`src/rtl/keypad_pkg.sv`:
```
// Shared types and constants for the 4x4 keypad scanner.
// Optional auto-repeat is compiled in with the KEYPAD_REPEAT_EN macro (see keypad_scan.sv).
package keypad_pkg;

  localparam int KP_ROWS   = 4;
  localparam int KP_COLS   = 4;
  localparam int KP_CODE_W = 4;

  // Debounce FSM encoding, also driven out on dbg_state
  localparam logic [1:0] ST_IDLE     = 2'd0;
  localparam logic [1:0] ST_DEBOUNCE = 2'd1;
  localparam logic [1:0] ST_HELD     = 2'd2;
  localparam logic [1:0] ST_RELEASE  = 2'd3;

  // Classification of one complete scan
  typedef enum logic [1:0] {SNAP_NONE, SNAP_SINGLE, SNAP_MULTI} snap_class_e;

  typedef struct packed {
    snap_class_e            cls;
    logic [KP_CODE_W-1:0]   code;
  } snap_t;

  function automatic int kp_max(input int a, input int b);
    return (a > b) ? a : b;
  endfunction

  // Count pressed keys (bit set = pressed) and report the code when exactly one is down
  function automatic snap_t kp_classify(input logic [KP_ROWS*KP_COLS-1:0] keys);
    snap_t r;
    int    n;
    r.cls  = SNAP_NONE;
    r.code = '0;
    n      = 0;
    for (int i = 0; i < KP_ROWS*KP_COLS; i++) begin
      if (keys[i]) begin
        n      = n + 1;
        r.code = KP_CODE_W'(i);
      end
    end
    if (n == 1)     r.cls = SNAP_SINGLE;
    else if (n > 1) r.cls = SNAP_MULTI;
    return r;
  endfunction

endpackage

```
`src/rtl/keypad_row_driver.sv`:
```
// Row rotation for the keypad: one row driven low at a time, ROW_DWELL cycles each.
// sample marks the last dwell cycle of every row; scan_end marks it for row 3.
module keypad_row_driver
  import keypad_pkg::*;
#(
  parameter int ROW_DWELL = 50000
) (
  input  logic               clk,
  input  logic               rstn,
  output logic [KP_ROWS-1:0] row_n,
  output logic [1:0]         row_idx,
  output logic               sample,
  output logic               scan_end
);

  localparam int             DW         = (ROW_DWELL > 1) ? $clog2(ROW_DWELL) : 1;
  localparam logic [DW-1:0]  DWELL_LAST = DW'(ROW_DWELL - 1);

  logic [DW-1:0] dwell_q;

  assign sample   = (dwell_q == DWELL_LAST);
  assign scan_end = sample && (row_idx == 2'd3);

  // Dwell counter and one-hot-low row rotation 1110 -> 1101 -> 1011 -> 0111
  always_ff @(posedge clk or negedge rstn) begin
    if (!rstn) begin
      dwell_q <= '0;
      row_idx <= 2'd0;
      row_n   <= 4'b1110;
    end else if (sample) begin
      dwell_q <= '0;
      row_idx <= row_idx + 2'd1;
      row_n   <= {row_n[2:0], row_n[3]};
    end else begin
      dwell_q <= dwell_q + 1'b1;
    end
  end

endmodule

```
`src/rtl/keypad_scan.sv`:
```
// 4x4 keypad front end: column sync, whole-scan debounce FSM and a one-entry
// valid/ready output buffer. Define KEYPAD_REPEAT_EN to add auto-repeat while held.
//
// Handshake: a code moves to the consumer on every rising clk edge where
// key_valid && key_ready; key_valid stays high and key_code stable until then.
module keypad_scan
  import keypad_pkg::*;
#(
  parameter int ROW_DWELL          = 50000,
  parameter int DEBOUNCE_SCANS     = 20,
  parameter int REPEAT_DELAY_SCANS = 500,
  parameter int REPEAT_RATE_SCANS  = 100
) (
  input  logic                 clk,
  input  logic                 rstn,
  input  logic [KP_COLS-1:0]   col_n,
  output logic [KP_ROWS-1:0]   row_n,
  output logic                 key_valid,
  input  logic                 key_ready,
  output logic [KP_CODE_W-1:0] key_code,
  output logic                 key_down,
  output logic                 overflow,
  output logic [1:0]           dbg_state
);

  // One width covers the debounce count and the repeat count
  localparam int CW = $clog2(kp_max(DEBOUNCE_SCANS,
                                    kp_max(REPEAT_DELAY_SCANS, REPEAT_RATE_SCANS)) + 1);

  logic [KP_COLS-1:0]   col_meta, col_sync;
  logic [1:0]           row_idx;
  logic                 sample, scan_end;
  logic [11:0]          snap_q;
  snap_t                snap;
  logic [1:0]           state_q, state_d;
  logic [CW-1:0]        cnt_q, cnt_d, cnt_inc;
  logic [KP_CODE_W-1:0] cand_q, cand_d;
  logic                 emit, xfer;
`ifdef KEYPAD_REPEAT_EN
  logic [CW-1:0]        rep_q, rep_d, rep_inc;
  logic                 rep_first_q, rep_first_d;
`endif

  keypad_row_driver #(.ROW_DWELL(ROW_DWELL)) u_rows (
    .clk      (clk),
    .rstn     (rstn),
    .row_n    (row_n),
    .row_idx  (row_idx),
    .sample   (sample),
    .scan_end (scan_end)
  );

  // Two-flop synchronizer for the asynchronous column lines
  always_ff @(posedge clk or negedge rstn) begin
    if (!rstn) begin
      col_meta <= 4'b1111;
      col_sync <= 4'b1111;
    end else begin
      col_meta <= col_n;
      col_sync <= col_meta;
    end
  end

  // Capture rows 0..2 as pressed-high bits; row 3 is used live at scan_end
  always_ff @(posedge clk or negedge rstn) begin
    if (!rstn) begin
      snap_q <= '0;
    end else if (sample) begin
      case (row_idx)
        2'd0:    snap_q[3:0]  <= ~col_sync;
        2'd1:    snap_q[7:4]  <= ~col_sync;
        2'd2:    snap_q[11:8] <= ~col_sync;
        default: ;
      endcase
    end
  end

  assign snap      = kp_classify({~col_sync, snap_q});
  assign cnt_inc   = cnt_q + 1'b1;
  assign dbg_state = state_q;
  assign xfer      = key_valid && key_ready;
`ifdef KEYPAD_REPEAT_EN
  assign rep_inc   = rep_q + 1'b1;
`endif

  // Debounce FSM; every decision is taken on scan_end only
  always_comb begin
    state_d = state_q;
    cnt_d   = cnt_q;
    cand_d  = cand_q;
    emit    = 1'b0;
`ifdef KEYPAD_REPEAT_EN
    rep_d       = rep_q;
    rep_first_d = rep_first_q;
`endif
    if (scan_end) begin
      case (state_q)
        ST_IDLE: begin
          if (snap.cls == SNAP_SINGLE) begin
            cand_d = snap.code;
            if (DEBOUNCE_SCANS <= 1) begin
              emit    = 1'b1;
              state_d = ST_HELD;
              cnt_d   = '0;
`ifdef KEYPAD_REPEAT_EN
              rep_d       = '0;
              rep_first_d = 1'b1;
`endif
            end else begin
              state_d = ST_DEBOUNCE;
              cnt_d   = CW'(1);
            end
          end
        end
        ST_DEBOUNCE: begin
          if (snap.cls == SNAP_SINGLE && snap.code == cand_q) begin
            if (cnt_inc == CW'(DEBOUNCE_SCANS)) begin
              emit    = 1'b1;
              state_d = ST_HELD;
              cnt_d   = '0;
`ifdef KEYPAD_REPEAT_EN
              rep_d       = '0;
              rep_first_d = 1'b1;
`endif
            end else begin
              cnt_d = cnt_inc;
            end
          end else begin
            state_d = ST_IDLE;
            cnt_d   = '0;
          end
        end
        ST_HELD: begin
          if (snap.cls == SNAP_NONE) begin
            state_d = (DEBOUNCE_SCANS <= 1) ? ST_IDLE : ST_RELEASE;
            cnt_d   = (DEBOUNCE_SCANS <= 1) ? '0 : CW'(1);
          end else begin
`ifdef KEYPAD_REPEAT_EN
            // First repeat after the delay, later ones at the rate
            if (rep_inc == (rep_first_q ? CW'(REPEAT_DELAY_SCANS) : CW'(REPEAT_RATE_SCANS))) begin
              emit        = 1'b1;
              rep_d       = '0;
              rep_first_d = 1'b0;
            end else begin
              rep_d = rep_inc;
            end
`endif
          end
        end
        default: begin // ST_RELEASE
          if (snap.cls == SNAP_NONE) begin
            if (cnt_inc == CW'(DEBOUNCE_SCANS)) begin
              state_d = ST_IDLE;
              cnt_d   = '0;
            end else begin
              cnt_d = cnt_inc;
            end
          end else begin
            state_d = ST_HELD;
            cnt_d   = '0;
          end
        end
      endcase
    end
  end

  // FSM registers; key_down follows the next state on the same edge
  always_ff @(posedge clk or negedge rstn) begin
    if (!rstn) begin
      state_q  <= ST_IDLE;
      cnt_q    <= '0;
      cand_q   <= '0;
      key_down <= 1'b0;
`ifdef KEYPAD_REPEAT_EN
      rep_q       <= '0;
      rep_first_q <= 1'b0;
`endif
    end else begin
      state_q  <= state_d;
      cnt_q    <= cnt_d;
      cand_q   <= cand_d;
      key_down <= (state_d == ST_HELD) || (state_d == ST_RELEASE);
`ifdef KEYPAD_REPEAT_EN
      rep_q       <= rep_d;
      rep_first_q <= rep_first_d;
`endif
    end
  end

  // Single-entry output buffer with sticky overflow on a dropped code
  always_ff @(posedge clk or negedge rstn) begin
    if (!rstn) begin
      key_valid <= 1'b0;
      key_code  <= '0;
      overflow  <= 1'b0;
    end else if (emit) begin
      if (!key_valid || key_ready) begin
        key_code  <= cand_d;
        key_valid <= 1'b1;
        if (xfer) overflow <= 1'b0;
      end else begin
        overflow <= 1'b1;
      end
    end else if (xfer) begin
      key_valid <= 1'b0;
      overflow  <= 1'b0;
    end
  end

endmodule

```
`config.mk`:
```
export PLATFORM = sky130hd
export DESIGN_NAME = keypad_scan
export DESIGN_NICKNAME = d
export VERILOG_FILES = /design/src/rtl/keypad_pkg.sv /design/src/rtl/keypad_row_driver.sv /design/src/rtl/keypad_scan.sv
export SDC_FILE = /design/constraint.sdc
export NUM_CORES = 1
export LEC_CHECK = 0
export BUFFER_PORTS_ARGS = -buffer_cell sky130_fd_sc_hd__buf_2
export CAP_MARGIN = 40
export CORE_AREA = 4 4 116 118
export CTS_BUF_LIST = sky130_fd_sc_hd__clkbuf_4 sky130_fd_sc_hd__clkbuf_8
export DETAILED_ROUTE_END_ITERATION = 7
export DIE_AREA = 0 0 120 122
export PLACE_DENSITY = 0.6
export SETUP_SLACK_MARGIN = 0.15
export SLEW_MARGIN = 25
export SYNTH_ARGS = -nofsm -noshare
export SYNTH_HDL_FRONTEND = slang
export SYNTH_SLANG_ARGS = --single-unit
```
`constraint.sdc`:
```
create_clock -name clk -period 11.9 [get_ports clk]
set_input_delay 0 -clock clk [delete_from_list [all_inputs] [get_ports clk]]
set_output_delay 0 -clock clk [all_outputs]
set_load 0.005 [all_outputs]
```
==> results.cfg <==
[status]
status = completed

[power]
p_clk_frac = 0.447
leakagePower_nw = 2.518
p_sw_uw = 110.5
power.internal_uw = 359.6
seqPwrFrac = 0.475
vdd_drop_max_mv = 0.06316
combPwrFrac = 0.078
switching_share = 0.2350
power.density_nw_per_um2 = 81.73

[logic_synthesis]
yosys_warnings = 0
synth_cells = 587
yosysSeqAreaShare = 0.3085
synth_edf_count = 0
syn_area_per_cell_um2 = 8.920
synth_nets = 615
syn-cell-area_um2 = 5236
ys_ff_latch = 64
synth.distinct_cells = 85
async_reset_ff_frac = 1.000
synth_top_flop_cell = dfrtp_1

[setup_path]
start_kind = register
cp_common_cell = ha_1
cp.arrival_ns = 10.96
critical_path_class = register to register
critical_path.slowest_cell = ha_1
critical_path.max_fanout = 16
crit_required_ns = 12.12
endpoint_kind = register
max_stage_delay_ns = 0.45

[drt]
drt_iter0_drc = 245
post_drt_wl_per_cell_um = 14.06
drtAntennaViolNets = 0
dr.pass1.iters = 4
drc = 0
num_vias = 4194
dr_wl_met3_um = 204
wl_met2_mm = 5.116
vias_per_cell = 5.398
top_layer = met4
routed_wl_mm = 10.92
wl_met1_mm = 5.435

[grt]
grt_pass1_vias = 4034
overflow = 0
grt_antenna_before_repair = 0
grt_pass1_wl_mm = 19.02
grt.total_usage = 0.1554
grt_max_degree = 65

[sta]
worst_pin_slew_ns = 0.6144
drv_slew = 0
rsz0062_at_grt = false
skew_ns = 0.005987
fmax_mhz = 93.16
fin_crit_sh = 0.9021
tns_ns = 0
fin_crit_ns = 10.73
hold_viol_final = 0
setup_ws_ns = 1.165
setup_viol = 0
slew_headroom = 0.5895

[clock_network]
cts.path.max_buffers = 2
cts_tree = yes
clk_pin_slew_ns = 0.07
clk_latency_ns = 0.34
cts-buffers-inserted = 9
h-tree-depth = 3
cts_sinks = 64
cts-root-buf = clkbuf_8
cts_resized = 0

[die]
rows = 41
ios = 20
coreArea_um2 = 12470
die_y_um = 122
start_util = 0.4201
die_w_um = 120
dieArea_um2 = 14640

[flow_run]
max_cap_violations = 0

[finish]
num-nets-final = 628
drive_above_1_share = 0.1438
utilization = 0.4614
final_area_um2 = 5752
num_antenna_cells = 0
area_growth_pct = 9.845

[placed_design]
dp_slack_ns = 1.188
placedInstanceArea_um2 = 5439
gp_congestion = 0.8380
numPortBuffers = 19
hpwl_mm = 8.158

[worst_hold_path]
holdCritPathClass = input port to asynchronous set/reset pin
-- what timing repair did --
item	in CTS	in global routing
setup buffers	0	0
hold buffers	6	0
hold endpoints to repair	59	0
endpoints found under the setup margin	0	0
-- stage by stage --
stage / cells / power (mW) / hold slack (ns)
after CTS: 776 / 0.4752 / 0.2759
after detailed placement: 754 / 0.2616 / 0.1062
after floorplan: 587 / 0.2504 / -0.2956
after global placement: 754 / 0.2605 / 0.1065
final: 777 / 0.4701 / 0.1341
after global routing: 777 / 0.4893 / 0.1662
-- routing by layer --
layer	track usage	up-vias
met5	0	-
met1	0.2130	2008
li1	-	2126
met4	0.04724	0
met3	0.01903	16
met2	0.2582	44
-- state kept, by name, indices dropped and copies added (netlist names) --
signal	cells
col_meta	4
overflow	1
dbg_state	2
cand_q	4
key_valid	1
u_rows.row_idx	2
key_down	1
key_code	4
snap_q	12
u_rows.row_n	4
cnt_q	9
col_sync	4
u_rows.dwell_q	16
-- cell families after synthesis --
family	after synthesis	share of synthesized area
compound gates	130	0.1847
xor+xnor	62	0.1443
fa+ha+maj	21	0.05018
buf+inv	58	0.04636
flops	64	0.3085
mux	16	0.03393
simple gates	236	0.2320
-- worst max-delay path: cells and delay by family (launching register included) --
family                   cells  cell delay [ns]
multiplexers                 3             0.87
AND/OR/NAND/NOR              9             1.66
buffers and inverters        4             0.21
AO/OA/AOI/OAI               13             3.22
adder cells (fa/ha/maj)     13             3.84
XOR/XNOR                     2             0.44
flip-flops                   1             0.39
-- synth_stat cells (8+ instances only) --
cell	instances	area share
nor2b_1	11	0.013
clkbuf_1	15	0.011
a31oi_1	8	0.0096
and3_1	15	0.018
xor2_1	20	0.033
dfrtp_1	53	0.25
a21oi_1	20	0.019
nor3_1	10	0.0096
o21ai_0	36	0.034
nand3_1	22	0.021
dfstp_2	11	0.055
nor2_1	46	0.033
nand4_1	14	0.017
nand2_1	64	0.046
xnor2_1	27	0.045
ha_1	21	0.050
nand2b_1	9	0.011
inv_1	32	0.023
buf_2	8	0.0076
-- placed cells by master, fill, tap and decap left out, drive strengths merged, types with 5 or more instances in the layout --
master | Yosys | routed
nand2 | 65 | 65
dfrtp | 53 | 53
nor2 | 48 | 48
o21ai | 38 | 38
inv | 32 | 32
xnor2 | 30 | 30
nand3 | 24 | 24
xor2 | 22 | 22
buf | 11 | 22
ha | 21 | 21
a21oi | 21 | 21
and3 | 15 | 15
nand4 | 14 | 14
nor2b | 11 | 11
dfstp | 11 | 11
clkbuf | 15 | 11
mux2 | 11 | 11
nor3 | 10 | 10
nand2b | 9 | 9
a31oi | 8 | 8
xnor3 | 8 | 8
or3 | 8 | 8
and2 | 7 | 7
o221ai | 7 | 7
a21o | 6 | 6
dlygate4sd3 | 0 | 6
o31ai | 6 | 6
nor4 | 5 | 5
mux2i | 5 | 5
-- worst paths after layout --
check | start | end | slack (ns) | depth (start not counted)
max | snap_q[1] | cand_q[1] | 1.17 | 44
min | rstn | cnt_q[4] | 0.13 | 3
max reg2reg | snap_q[1] | cand_q[1] | 1.17 | 44
min reg2reg | col_meta[2] | col_sync[2] | 0.36 | 0
max in group asynchronous | rstn | u_rows.row_n[2] | 11.21 | 4
min in group clk | col_n[1] | col_meta[1] | 0.31 | 2
-- area by class of cell --
cell class | instances | area [um2]
Clock buffer | 11 | 145.1
Clock inverter | 5 | 80.08
Fill cell | 1210 | 6714
Inverter | 32 | 120.1
Multi-Input combinational cell | 465 | 3378
Sequential cell | 64 | 1615
Tap cell | 172 | 215.2
Timing Repair Buffer | 28 | 197.7
-- power by group through the flow --
stage	sequential (mW)	combinational [mW]	clock, mW
detailed placement	0.227	0.0341	0
floorplan	0.225	0.0253	0
global route	0.224	0.0412	0.224
global placement	0.227	0.0332	0
CTS	0.223	0.0358	0.216
finish	0.223	0.0367	0.210
(Power assumes the default switching activity.)
